**src/rtl/polyphase_phase_sched.sv**
```systemverilog
// Phase scheduler for the 2-stage polyphase decimator: /2 and /4 clock
// enables, phase index, and a fill-gated decimated valid strobe.
module polyphase_phase_sched #(
    parameter int unsigned SETTLE = 4,
    parameter int unsigned CW     = 8
) (
    input  logic       clk_i,
    input  logic       res_i,
    input  logic       en_i,
    input  logic       sync_i,
    input  logic [1:0] mode_i,
    output logic       ce_2_o,
    output logic       ce_4_o,
    output logic [1:0] phase_o,
    output logic       out_valid_o,
    output logic       busy_o,
    output logic [1:0] state_o
);

    typedef enum logic [1:0] {
        IDLE = 2'd0,
        FILL = 2'd1,
        RUN  = 2'd2
    } state_e;

    localparam state_e START = (SETTLE == 0) ? RUN : FILL;
    localparam logic [CW-1:0] LAST = (SETTLE == 0) ? '0 : CW'(SETTLE - 1);

    state_e        state_q, state_d;
    logic [1:0]    ph_q, ph_d;
    logic [CW-1:0] cnt_q, cnt_d;
    logic [1:0]    mr_q, mr_d;

    logic busy;
    logic ce2;
    logic ce4;
    logic stb;

    assign busy = (state_q != IDLE);
    assign ce2  = busy & ph_q[0];
    assign ce4  = busy & (ph_q == 2'd3);

    always_comb begin
        stb = ce4;
        if (mr_q == 2'd0)
            stb = busy;
        else if (mr_q == 2'd1)
            stb = ce2;
    end

    always_comb begin
        state_d = state_q;
        ph_d    = ph_q;
        cnt_d   = cnt_q;
        mr_d    = mr_q;
        unique case (state_q)
            IDLE: begin
                ph_d  = 2'd0;
                cnt_d = '0;
                mr_d  = mode_i;
                if (en_i)
                    state_d = START;
            end
            FILL, RUN: begin
                if (!en_i) begin
                    state_d = IDLE;
                    ph_d    = 2'd0;
                    cnt_d   = '0;
                end else if (sync_i || (mode_i != mr_q)) begin
                    // realign and mode change share one restart path
                    state_d = START;
                    ph_d    = 2'd0;
                    cnt_d   = '0;
                    mr_d    = mode_i;
                end else begin
                    ph_d = ph_q + 2'd1;
                    if (state_q == FILL && stb) begin
                        if (cnt_q == LAST) begin
                            state_d = RUN;
                            cnt_d   = '0;
                        end else begin
                            cnt_d = cnt_q + CW'(1);
                        end
                    end
                end
            end
            default: begin
                state_d = IDLE;
                ph_d    = 2'd0;
                cnt_d   = '0;
            end
        endcase
    end

    always_ff @(posedge clk_i) begin
        if (!res_i) begin
            state_q <= IDLE;
            ph_q    <= 2'd0;
            cnt_q   <= '0;
            mr_q    <= 2'd0;
        end else begin
            state_q <= state_d;
            ph_q    <= ph_d;
            cnt_q   <= cnt_d;
            mr_q    <= mr_d;
        end
    end

    assign ce_2_o      = ce2;
    assign ce_4_o      = ce4;
    assign phase_o     = ph_q;
    assign out_valid_o = (state_q == RUN) & stb;
    assign busy_o      = busy;
    assign state_o     = state_q;

endmodule

```
**config.mk**
```make
export PLATFORM = sky130hd
export DESIGN_NAME = polyphase_phase_sched
export DESIGN_NICKNAME = d
export VERILOG_FILES = /design/src/rtl/polyphase_phase_sched.sv
export SDC_FILE = /design/constraint.sdc
export NUM_CORES = 1
export LEC_CHECK = 0
export ABC_AREA = 1
export CAP_MARGIN = 40
export CORE_MARGIN = 2
export CORE_UTILIZATION = 40
export DETAILED_ROUTE_END_ITERATION = 10
export GPL_TIMING_DRIVEN = 0
export HOLD_SLACK_MARGIN = 0.08
export PLACE_DENSITY = 0.74
export SLEW_MARGIN = 20
export SYNTH_ARGS = -nofsm -noshare
export SYNTH_HDL_FRONTEND = slang
export SYNTH_SLANG_ARGS = --single-unit
```
**constraint.sdc**
```tcl
create_clock -name clk_i -period 1.95 [get_ports clk_i]
set_clock_uncertainty 0.1 [all_clocks]
set_input_delay 0.39 -clock clk_i [delete_from_list [all_inputs] [get_ports clk_i]]
set_output_delay 0.39 -clock clk_i [all_outputs]
set_load 0.05 [all_outputs]
```
==> results.sh <==
export IMPL_dieArea_mm2=0.00278
export IMPL_grt_max_degree=10
export IMPL_required_ns=1.46
export IMPL_post_dp_hpwl_mm=1.46
export IMPL_crit_fanout=5
export IMPL_yosysMostFrequentCell="nand2_1"
export IMPL_area_growth_syn_to_layout_pct=24.9
export IMPL_yosys_top_cells_count="nand2_1 (32), inv_1 (21), nor2_1 (19)"
export IMPL_final_nets=166
export IMPL_power_leakage_nw=0.548
export IMPL_ir_drop_mv=0.632
export IMPL_period_needed_ns=1.89
export IMPL_nFillCells=218
export IMPL_wirelength_mm=1.84
export IMPL_gr_total_overflow=0
export IMPL_start_util_pct=42.6
export IMPL_yosysUniqueCellTypes=23
export IMPL_globalplace_congestion=0.900
export IMPL_cap_violations=0
export IMPL_status="finished clean"
export IMPL_powerDensity_mw_per_mm2=1010
export IMPL_io_buffers=13
export IMPL_vias=858
export IMPL_num_rows=17
export IMPL_synth_area_leader_cell="dfxtp_1"
export IMPL_synth_cells=135
export IMPL_ant_nets=0
export IMPL_placed_area_mm2=0.00113
export IMPL_die_h_um=52.8
export IMPL_clk_path_buf_depth=2
export IMPL_worst_setup_path_type="reg2out"
export IMPL_synth_edff_count=0
export IMPL_finalInstanceArea_mm2=0.00119
export IMPL_setup_viol=0
export IMPL_period_share_pct=96.7
export IMPL_drt_iter0_drc=10
export IMPL_cts_clk_slew_worst_paths_ns=0.09
export IMPL_synth_area_top_cells="dfxtp_1 (29%), nand2_1 (13%), inv_1 (8.3%)"
export IMPL_worstMarginPinSlew_ns=0.506
export IMPL_place_inst=176
export IMPL_h_tree_depth=1
export IMPL_mappedNetlistArea_um2=951
export IMPL_ys_flop_type="dfxtp_1"
export IMPL_worstSetupEndpointType="output port"
export IMPL_syn_num_nets=147
export IMPL_grt_usage_pct=16.4
export IMPL_drive_gt1_share_pct=20.4
export IMPL_max_slew_margin_pct=66.2
export IMPL_syn_avg_cell_area_um2=7.04
export IMPL_clock_root_buffer="clkbuf_4"
export IMPL_netlist_area_leader_share_pct=29.5
export IMPL_cts_buffers=3
export IMPL_io_pins=14
export IMPL_grt_pass1_wl_mm=3.42
export IMPL_crit_path_start_kind="register"
export IMPL_clock_latency_ns=0.27
export IMPL_first_pass_iters=4
export IMPL_n_antenna_cell=0
export IMPL_power_total_mw=1.20
export IMPL_wl_per_cell_um=10.2
export IMPL_grt_pass1_vias=828
export IMPL_viasPerCell=4.77
export IMPL_cts_tree="yes"
export IMPL_fmax_mhz=530
export IMPL_antenna_found_initial=0
export IMPL_synth_seq_cells=14
export IMPL_die_w_um=52.8
export IMPL_synthArstFlopShare_pct=0
export IMPL_cp_arrival_ns=1.40
export IMPL_seq_area_frac_synth_pct=29.5
export IMPL_final_max_slew_viol_count=0
export IMPL_core_mm2=0.00223
export IMPL_min_path_type="reg2reg"
export IMPL_clkSinkCount=14
export IMPL_hold_viol_final=0
export IMPL_drc_errors=0
export IMPL_yosysWarnings=0
export IMPL_finalNonFillerCells=180
==> routing by layer <==
| layer | global-route usage, % | wire [um] | vias up |
|---|---|---|---|
| met5 | 0 | 0 | - |
| met4 | 6.84 | 27 | 0 |
| met3 | 3.43 | 62 | 2 |
| met2 | 27.9 | 859 | 16 |
| met1 | 19.8 | 888 | 379 |
| li1 | - | - | 461 |
==> layout make-up <==
type                            count  area (um^2)  area share [%]
Tap cell                           28         35.0            2.95
Sequential cell                    14          287            24.1
Inverter                           23         86.3            7.27
Multi-Input combinational cell     97          604            50.9
Buffer                              1         5.00           0.421
Clock buffer                        3         22.5            1.90
Timing Repair Buffer               14          148            12.4
==> stage by stage <==
| step | setup slack (ns) | hold slack [ns] | setup TNS [ns] | util (%) |
|---|---|---|---|---|
| 5_1_grt | -0.00908 | 0.360 | -0.0184 | 53.2 |
| 2_1_floorplan | 0.00124 | 0.361 | 0 | - |
| 4_1_cts | 0.0110 | 0.337 | 0 | 52.3 |
| 6_report | 0.0639 | 0.334 | 0 | 53.2 |
| 3_5_place_dp | -0.455 | 0.322 | -1.02 | 50.7 |
| 3_3_place_gp | -0.424 | 0.317 | -0.881 | 50.7 |
==> cells by family after synthesis <==
family	synth area share (%)
adders and majority gates	7.89
AOI/OAI and AO/OA	7.10
buffers and inverters	9.61
xor gates and xnor gates	1.84
and+or+nand+nor	44.1
DFF	29.5
==> state kept, by name (all words and copies together), names as in the netlist <==
name     count
cnt_q        8
mr_q         2
phase_o      2
state_o      2
==> final timing paths <==
kind / startpoint / to / slack, ns / depth (start not counted)
worst max-delay path: state_o[0]$_SDFFE_PN0P_ / ce_4_o / 0.06 / 4
worst min-delay path: phase_o[0]$_SDFF_PP0_ / phase_o[0]$_SDFF_PP0_ / 0.33 / 1
worst max register to register: state_o[0]$_SDFFE_PN0P_ / state_o[1]$_SDFFE_PN0P_ / 0.28 / 10
worst min register to register: phase_o[0]$_SDFF_PP0_ / phase_o[0]$_SDFF_PP0_ / 0.33 / 1
==> cells in the final DEF (no fill, tap or decap) <==
cell type,synthesis,final
nor3_1,3,3
nand2_2,2,2
nand3_1,9,9
ha_4,0,1
dlymetal6s2s_1,0,3
buf_6,0,1
a21oi_2,1,1
clkdlybuf4s18_2,0,1
o21ai_1,3,3
nor2_2,0,2
dfxtp_4,0,1
nand3b_1,2,2
nor3_2,1,1
clkdlybuf4s50_1,0,5
clkbuf_4,0,3
nor2_1,19,16
nand3_4,3,3
dfxtp_2,0,2
ha_1,6,5
o21bai_4,1,1
clkdlybuf4s15_2,0,2
xor2_1,1,1
a21oi_1,5,5
dlygate4sd2_1,0,1
buf_4,0,1
nor3_4,1,1
nand2_1,32,32
dfxtp_1,14,11
xnor2_1,1,1
nand3_2,2,2
buf_2,1,1
nand4_1,3,3
inv_2,2,2
inv_1,21,21
nor2_4,2,3
==> critical path: stages, from the launching register on <==
cell and delay (ns):
dfxtp_4 0.37, inv_1 0.08, ha_4 0.19, nor2_2 0.11, clkdlybuf4s15_2 0.37
==> power by group <==
part / internal [mW] / switching, mW / leakage [nW]
clock: 0.0714 / 0.0905 / 0.0138
combinational: 0.229 / 0.434 / 0.419
sequential: 0.328 / 0.0427 / 0.115
total: 0.629 / 0.568 / 0.548
==> repair_timing <==
action                                  4_1_cts  5_1_grt
hold buffers                                  0        0
resized for setup                            18        6
endpoints found under the setup margin        5        7
buffers inserted                              1        0
gates cloned                                  0        0
No activity file was read; power rests on OpenSTA's default activity.
